### src/rtl/muldiv_unit.sv
// Iterative radix-2 multiply/divide unit feeding HI/LO for MFHI/MFLO; one step per cycle.
// Optional MULDIV_EARLY_OUT_EN: multiplies whose |B| fits in WIDTH/2 bits finish in WIDTH/2 steps.
module muldiv_unit #(
    parameter int unsigned WIDTH = 32,
    parameter int unsigned CNT_W = 6
) (
    input  logic             clk,
    input  logic             rst_n,
    input  logic             start,
    input  logic [1:0]       Op,
    input  logic [WIDTH-1:0] A,
    input  logic [WIDTH-1:0] B,
    input  logic             flush,
    output logic             busy,
    output logic             done,
    output logic [WIDTH-1:0] Result_hi,
    output logic [WIDTH-1:0] Result_lo,
    output logic             DivByZero
);
    localparam int unsigned HALF = WIDTH / 2;
    localparam int unsigned DW   = 2 * WIDTH;

    typedef enum logic [1:0] { IDLE, CALC, DONE } state_t;
    state_t state, state_next;

    logic [CNT_W-1:0] cnt;
    logic [CNT_W-1:0] last_cnt;
    logic [DW-1:0]    acc;
    logic [DW-1:0]    acc_step;
    logic [DW-1:0]    prod;
    logic [DW-1:0]    prod_signed;
    logic [WIDTH-1:0] opnd;
    logic [WIDTH-1:0] a_mag;
    logic [WIDTH-1:0] b_mag;
    logic [WIDTH-1:0] quo;
    logic [WIDTH-1:0] rem;
    logic [WIDTH:0]   mul_sum;
    logic [WIDTH:0]   rem_shift;
    logic [WIDTH:0]   rem_diff;
    logic             borrow;
    logic             is_div;
    logic             neg_q;
    logic             neg_r;
    logic             early;
    logic             a_neg;
    logic             b_neg;
    logic             div_zero;
    logic             load;
    logic             finish;

    // Signed ops run on magnitudes; signs are re-applied when the result is written.
    assign a_neg    = ~Op[0] & A[WIDTH-1];
    assign b_neg    = ~Op[0] & B[WIDTH-1];
    assign a_mag    = a_neg ? WIDTH'(0) - A : A;
    assign b_mag    = b_neg ? WIDTH'(0) - B : B;
    assign div_zero = Op[1] & (B == '0);
    assign last_cnt = early ? CNT_W'(HALF - 1) : CNT_W'(WIDTH - 1);

    // acc holds {hi, multiplier} for multiply and {remainder, dividend/quotient} for divide.
    assign mul_sum   = {1'b0, acc[DW-1:WIDTH]} + (acc[0] ? {1'b0, opnd} : (WIDTH+1)'(0));
    assign rem_shift = {acc[DW-1:WIDTH], acc[WIDTH-1]};
    assign rem_diff  = rem_shift - {1'b0, opnd};
    assign borrow    = ~rem_shift[WIDTH] & rem_diff[WIDTH];

    assign acc_step = !is_div ? {mul_sum, acc[WIDTH-1:1]}
                    : borrow  ? {rem_shift[WIDTH-1:0], acc[WIDTH-2:0], 1'b0}
                    :           {rem_diff[WIDTH-1:0], acc[WIDTH-2:0], 1'b1};

    // A shortened multiply leaves the product WIDTH/2 bits too high in acc.
    assign prod        = early ? (acc_step >> HALF) : acc_step;
    assign prod_signed = neg_q ? DW'(0) - prod : prod;
    assign quo         = neg_q ? WIDTH'(0) - acc_step[WIDTH-1:0] : acc_step[WIDTH-1:0];
    assign rem         = neg_r ? WIDTH'(0) - acc_step[DW-1:WIDTH] : acc_step[DW-1:WIDTH];

    always_comb begin
        state_next = state;
        load       = 1'b0;
        finish     = 1'b0;
        case (state)
            IDLE, DONE: begin
                state_next = IDLE;
                if (start) begin
                    load       = 1'b1;
                    state_next = div_zero ? DONE : CALC;
                end
            end
            CALC: begin
                if (cnt == last_cnt) begin
                    finish     = 1'b1;
                    state_next = DONE;
                end
            end
            default: state_next = IDLE;
        endcase
        // flush overrides everything, including a same-edge start
        if (flush) begin
            state_next = IDLE;
            load       = 1'b0;
            finish     = 1'b0;
        end
    end

    always_ff @(posedge clk or negedge rst_n) begin
        if (!rst_n) begin
            state <= IDLE;
            busy  <= 1'b0;
            done  <= 1'b0;
        end else begin
            state <= state_next;
            busy  <= (state_next == CALC);
            done  <= (state_next == DONE);
        end
    end

    always_ff @(posedge clk or negedge rst_n) begin
        if (!rst_n) begin
            cnt       <= '0;
            acc       <= '0;
            opnd      <= '0;
            is_div    <= 1'b0;
            neg_q     <= 1'b0;
            neg_r     <= 1'b0;
            Result_hi <= '0;
            Result_lo <= '0;
            DivByZero <= 1'b0;
        end else begin
            if (load) begin
                cnt    <= '0;
                opnd   <= Op[1] ? b_mag : a_mag;
                acc    <= {WIDTH'(0), (Op[1] ? a_mag : b_mag)};
                is_div <= Op[1];
                neg_q  <= a_neg ^ b_neg;
                neg_r  <= a_neg;
            end else if (state == CALC) begin
                cnt <= cnt + CNT_W'(1);
                acc <= acc_step;
            end

            if (load && div_zero) begin
                Result_hi <= A;
                Result_lo <= '1;
                DivByZero <= 1'b1;
            end else if (finish) begin
                Result_hi <= is_div ? rem : prod_signed[DW-1:WIDTH];
                Result_lo <= is_div ? quo : prod_signed[WIDTH-1:0];
                DivByZero <= 1'b0;
            end
        end
    end

`ifdef MULDIV_EARLY_OUT_EN
    // Upper multiplier half is zero: the remaining steps would only shift acc.
    always_ff @(posedge clk or negedge rst_n) begin
        if (!rst_n)
            early <= 1'b0;
        else if (load)
            early <= ~Op[1] & (b_mag[WIDTH-1:HALF] == '0);
    end
`else
    assign early = 1'b0;
`endif

endmodule

### config.mk
export PLATFORM = sky130hd
export DESIGN_NAME = muldiv_unit
export DESIGN_NICKNAME = d
export VERILOG_FILES = /design/src/rtl/muldiv_unit.sv
export SDC_FILE = /design/constraint.sdc
export NUM_CORES = 1
export LEC_CHECK = 0
export ABC_AREA = 0
export CAP_MARGIN = 30
export CELL_PAD_IN_SITES_DETAIL_PLACEMENT = 0
export CELL_PAD_IN_SITES_GLOBAL_PLACEMENT = 1
export CORE_MARGIN = 1
export CORE_UTILIZATION = 41
export CTS_BUF_LIST = sky130_fd_sc_hd__clkbuf_8
export DETAILED_ROUTE_END_ITERATION = 12
export GPL_ROUTABILITY_DRIVEN = 0
export PLACE_DENSITY_LB_ADDON = 0.1
export SLEW_MARGIN = 20
export SYNTH_ARGS = -nofsm -noshare
export SYNTH_HDL_FRONTEND = slang
export SYNTH_SLANG_ARGS = --single-unit
### constraint.sdc
create_clock -name clk -period 5.75 [get_ports clk]
set_input_delay 0.575 -clock clk [delete_from_list [all_inputs] [get_ports clk]]
set_output_delay 0.575 -clock clk [all_outputs]
set_load 0.02 [all_outputs]
# Word-level counts from Yosys, hierarchy flattened
# Index checks and enable logic that the tools add are counted.
dict set report word_totals {
  output_inout_bits 67
  regBits 174
  in_bits 70
}
dict set report op_classes {
  bitwise_logic 7
  muxes 33
  reduce_logical 6
  n_eq_ne 5
  addsub 8
}
# operator n
set op_table {}
lappend op_table {{$mux W32} 13}
lappend op_table {{$mux W64} 5}
lappend op_table {{$sub A1 B32 Y32 const A} 4}
lappend op_table {{$sub A1 B64 Y64 const A} 1}
lappend op_table {{$add A32 B32 Y33} 1}
lappend op_table {{$sub A33 B32 Y33} 1}
lappend op_table {{$logic_not A32 Y1} 1}
lappend op_table {{$mux W6} 2}
lappend op_table {{$mux W1} 8}
lappend op_table {{$mux W2} 4}
lappend op_table {{$add A6 B1 Y6 const B} 1}
lappend op_table {{$eq A6 B5 Y1 const B} 1}
lappend op_table {{$and A1 B1 Y1} 4}
lappend op_table {{$eq A2 B1 Y1 const B} 2}
lappend op_table {{$eq A2 B2 Y1 const B} 2}
lappend op_table {{$pmux W2 S2} 1}
lappend op_table {{$reduce_bool A2 Y1} 2}
lappend op_table {{$logic_not A2 Y1} 1}
lappend op_table {{$not A1 Y1} 2}
lappend op_table {{$reduce_or A2 Y1} 1}
lappend op_table {{$logic_and A1 B1 Y1} 1}
lappend op_table {{$xor A1 B1 Y1} 1}

# Depth between registers and ports, before layout
dict set report logic_depth {
  depth_word 9
  depth_mapped 25
  depth_no_buf 24
}

# Worst setup path before layout
# No wires, ideal clock.
dict set report synth_path {
  path_type {register to register}
  from {register is_div}
  to {register Result_hi[30]}
  n_path_buf 10
  setup_slack_ns -0.329
  synth_period_minus_slack_ns 6.079
  stages_incl_launch_ff 26
  t_arrival_ns 5.950
  path_cell_list {dfrtp_1 -> buf_2 -> buf_4 -> buf_2 -> buf_2 -> buf_2 -> buf_2 -> buf_2 -> buf_2 -> buf_1 -> buf_2 -> mux2i_1 -> ha_1 -> nor3b_1 -> o221ai_1 -> nor4_1 -> nand2_1 -> or4b_1 -> or3_1 -> nor3_1 -> o21ai_1 -> a21o_1 -> a2111oi_0 -> nor2_1 -> xnor2_1 -> o21ai_1}
}
dict set report synth_between {
  elab_chain_cells 6
}
# item line_no
set synth_lines {}
lappend synth_lines {{from (decl)} 41} ;# logic is_div;
lappend synth_lines {{from (signal assigned)} 131} ;# is_div <= Op[1];
lappend synth_lines {{$mux W64} 65} ;# assign acc_step = !is_div ? {mul_sum, acc[WIDTH-1:1]}
lappend synth_lines {{$sub A1 B64 Y64 or $sub A1 B32 Y32 (tied branches)} {71, 73}}
lappend synth_lines {{$mux W64 or $mux W32 (tied branches)} {71, 73}}
lappend synth_lines {{$mux W32 (*)} 144} ;# Result_hi <= is_div ? rem : prod_signed[DW-1:WIDTH];
lappend synth_lines {{$mux W32 (*)} 143} ;# end else if (finish) begin
lappend synth_lines {{$mux W32 (*)} 139} ;# if (load && div_zero) begin
lappend synth_lines {{to (signal assigned)} 144}
lappend synth_lines {{to (decl)} 16} ;# output logic [WIDTH-1:0] Result_hi,
# Mark *: on every way between the ends. The rest lies on a longest branch, timed or not. The select of a mux whose other input is x is not followed.
# A chain may end at the register's enable or synchronous reset.

# Final worst setup path
dict set report layout_path {
  from {register acc[31]}
  to {register Result_hi[24]}
}
dict set report layout_between {
  elab_chain_cells 9
}
# item line_no
set layout_lines {}
lappend layout_lines {{from (decl)} 28} ;# logic [DW-1:0] acc;
lappend layout_lines {{from (signal assigned)} 130} ;# acc <= {WIDTH'(0), (Op[1] ? a_mag : b_mag)};
lappend layout_lines {{from (signal assigned)} 136} ;# acc <= acc_step;
lappend layout_lines {{$sub A33 B32 Y33} 62} ;# assign rem_diff = rem_shift - {1'b0, opnd};
lappend layout_lines {{$and A1 B1 Y1} 63} ;# assign borrow = ~rem_shift[WIDTH] & rem_diff[WIDTH];
lappend layout_lines {{$mux W64} 66} ;# : borrow ? {rem_shift[WIDTH-1:0], acc[WIDTH-2:0], 1'b0}
lappend layout_lines {{$mux W64 (*)} 65}
lappend layout_lines {{$sub A1 B64 Y64 or $sub A1 B32 Y32 (tied branches)} {71, 73}}
lappend layout_lines {{$mux W64 or $mux W32 (tied branches)} {71, 73}}
lappend layout_lines {{$mux W32 (*)} 144}
lappend layout_lines {{$mux W32 (*)} 143}
lappend layout_lines {{$mux W32 (*)} 139}
# Marked as above.

==> summary.md <==
| Metric | Value |
|---|---|
| Clock Pin Slew Worst Setup and Hold Paths | around 0.1 ns |
| M1 wire length | 29.3 mm |
| Synth area leader | dfrtp_1 |
| Post-layout total power | 9.23 mW |
| Crit. End Element | flip-flop |
| Rel. slew slack | 37.2% |
| Htree depth | 4 |
| Fin Clk Skew | 0.0311 ns |
| Final core occ | roughly half |
| Antenna viol nets, final | 0 |
| PD cells | about 500 nW/µm² |
| Initial Util | 42.0% |
| Postcts setup bufs | 0 |
| Rows | 71 |
| Setup WS pre-CTS | -0.103 ns |
| VDD IR max | 0.000243 V |
| Final cycle utilization of the critical path | 93.4% |
| Worst Path Required | 6.20 ns |
| Post-synth net total | 2254 |
| Final WS setup | 0.381 ns |
| Antenna diode count | 0 |
| Die height | 199 µm |
| Max Cap Viol | 0 |
| Die Area | between 30000 and 40000 µm² |
| Fin area | 18600 µm² |
| Count of final hold-check violations | 0 |
| Register bit total from synthesis | 174 |
| Final nets | roughly 2400 |
| Grt ovf | 0 |
| Critical path's top delay family | simple AND/OR/NAND/NOR gates |
| Share of the synthesized area in the top cell type | 27.3% |
| Synth area leaders | dfrtp_1 27%, a21oi_1 6.7%, o21ai_0 5.9% |
| Worst skew pair latency | 0.55 ns |
| Max Slew Vio Count | 0 |
| First-pass GRT wire length | ~95 mm |
| YS warnings | 0 |
| Drt pass-1 iters | 5 |
| Crit-path cells | inv_1 -> ha_1 -> inv_1 -> fa_2 -> a211oi_2 -> o211ai_2 -> nor2b_2 -> o211ai_2 -> nand3_2 -> o21ai_2 -> ha_2 -> nor3b_4 -> o221ai_2 -> nor4_2 -> buf_4 -> nand2_1 -> or4b_1 -> or3_4 -> or2_4 -> a211oi_1 -> a221oi_1 -> o31a_1 -> mux2i_1 -> nor3_1 |
| Number of global-route vias before repair | 15700 |
| Max layer used | met4 |
| Mapped cell area | 15900 µm² |
| Async set-or-reset flop fraction in the synthesized netlist | 100% |
| Routed WL per cell | 22.7 µm |
| Root Driver | clkbuf_8 |
| Total track usage | 31.8% |
| Arrival time worst endpoint | 5.82 ns |
| Ratio of cells with drive above 1 in the final layout | 8.77% |
| Final setup fails | 0 |
| Detailed router's first-iteration violation count | 1768 |
| Num CTS Buffers | 17 |
| Critical path class | flip-flop to flip-flop |
| Met2 wire length | approximately 27 mm |
| Worst hold slack | approximately 0.12 ns |
| Post-DP HPWL | between 40 and 50 mm |
| Sequential area share after synthesis | a little over a quarter |
| Mean post-synth cell area | 7.55 µm² |
| Post-synth EDFFs | 0 |
| Status | finished clean |
| Via/cell ratio | 6.12 |
| CTS tree | built |
| CP startpoint kind | flip-flop |
| DRC | 0 |
| Syn Inst Count | 2113 |
| Initial antenna violation count | 0 |
| Die width | 199 µm |
| WL final | around 63 mm |
| Slew at the pin closest to its max-slew limit | 0.942 ns |
| Area delta synth->final | 16.8% |
| Clk buf depth | 2 |
| Buf+Inv Stages, Crit Path | 3 |
| Critical path peak fanout | 4 |
| Largest net degree at the start of global routing | 100 |
| # IOs | 137 |
| Maximum clock frequency | 0.186 GHz |
| IO buf count | 136 |
| Top FF cell, synth | dfrtp_1 |
| Cell variety after synth | 96 |
| CTS Hold Buffers Added | 0 |
| Tmin final | ~5.4 ns |
| Leak Pwr | a little under 8 nW |
| Vias | 16900 |
| Hold Crit Class | primary input to asynchronous set/reset pin |
| Placed cell area | 18200 µm² |
| Largest incremental delay on the critical path | 0.50 ns |
| # clock sinks | between 150 and 200 |
| CP max-delay cell | or4b_1 |
| Core ar. | between 30000 and 40000 µm² |
| WL met3 | 4.40 mm |
| RSZ-0062 raised after global routing | no |
-- path summary, 6_finish.rpt --
kind                            depth (start not counted)       endpoint     from  slack, ns
worst max-delay path                                   24  Result_hi[24]  acc[31]       0.38
worst min-delay path                                    1       opnd[27]    rst_n       0.12
worst max register to register                         24  Result_hi[24]  acc[31]       0.38
worst min register to register                          2        opnd[5]  opnd[5]       0.49
max in group asynchronous                               2         is_div    rst_n       4.45
min in group clk                                        2        opnd[5]  opnd[5]       0.49
-- through the flow --
stage          TNS, ns  cells
3_5_place_dp    -0.158   2726
4_1_cts              0   2757
6_report             0   2758
2_1_floorplan        0   2113
3_3_place_gp         0   2726
5_1_grt              0   2758
-- timing repair --
item	4_1_cts	5_1_grt
setup endpoints to repair	3	14
gates resized for setup	4	10
pin swaps	1	3
-- cells in the mapped netlist (7+ instances only) --
cell      number
xnor2_1       95
and3_1        11
or3_1         17
nand3_1       58
clkbuf_1      95
o21a_1        10
nor2b_1       18
a21o_1        29
inv_1         71
o211ai_1      41
o22ai_1       23
nand2b_1      12
buf_1          8
a22oi_1       14
nor4_1        17
a31oi_1       29
a211oi_1      24
nor2_1       220
nor3_1        60
buf_2         22
xor2_1        64
o21ai_0      187
o31ai_1       17
o22a_1         9
dfrtp_1      174
a211o_1       10
ha_1          69
nand2_1      234
o21bai_1      10
nor3b_1        8
mux2i_1       42
a21oi_1      213
o221ai_1      12
and2_1        13
o21ai_1       21
or2_2          7
nand4_1       19
-- report_power, final --
group          total (mW)  leakage, nW  internal (mW)  switching (mW)
clock               0.935        0.193          0.409           0.526
combinational        6.52         5.33           2.41            4.11
sequential           1.78         2.17           1.47           0.310
total                9.23         7.69           4.29            4.94
-- registers in the layout, summed over array words and instances, names as in the netlist, 2 cells and up --
signal and count:
Result_hi 32, Result_lo 32, acc 64, cnt 6, opnd 32, state 2
-- metal layers --
| layer | GRT usage, % | vias up |
|---|---|---|
| met5 | 0 | - |
| met4 | 10.7 | 0 |
| met3 | 4.59 | 83 |
| met2 | 47.7 | 724 |
| met1 | 46.4 | 8147 |
| li1 | - | 7926 |
-- layout by cell type, fill, tap and decap left out, drive strengths merged, types with 13 or more instances in the layout --
cell type | netlist | layout
xnor2 | 95 | 95
ha | 69 | 69
a22oi | 14 | 14
buf | 33 | 97
clkdlybuf4s50 | 0 | 134
nor4 | 18 | 18
clkbuf | 96 | 20
or3 | 17 | 17
o21ai | 212 | 212
nand2 | 234 | 234
o31ai | 18 | 18
nor3 | 60 | 60
and2 | 13 | 13
a211oi | 27 | 27
nand4 | 20 | 20
nor2 | 222 | 222
dfrtp | 174 | 174
inv | 74 | 78
mux2i | 42 | 42
nor2b | 19 | 19
a21o | 29 | 29
xor2 | 64 | 64
a31oi | 29 | 29
a21oi | 213 | 213
nand2b | 13 | 13
o211ai | 43 | 43
o22ai | 23 | 23
nand3 | 58 | 58
-- logic make-up (layout without fill, tap and decap cells) --
group                      Yosys count  after routing  share of synthesized area [%]
and+or+nand+nor                    731            731                           21.4
muxes                               48             48                           3.06
adders and majority gates           71             71                           5.66
buffers and inverters              203            337                           5.05
DFF                                174            174                           27.3
AOI/OAI and AO/OA                  727            727                           28.7
xor gates and xnor gates           159            159                           8.73
-- area by class of cell --
| type | count | area, µm² |
|---|---|---|
| repair buffers | 232 | 2080 |
| clock inverters | 12 | 138 |
| clock buffers | 19 | 262 |
| flip-flops and latches | 174 | 4360 |
| multi-input cells | 1736 | 10900 |
| inverters | 74 | 278 |
| well taps | 511 | 639 |
| fillers | 3847 | 19300 |
(Power assumes the default switching activity.)
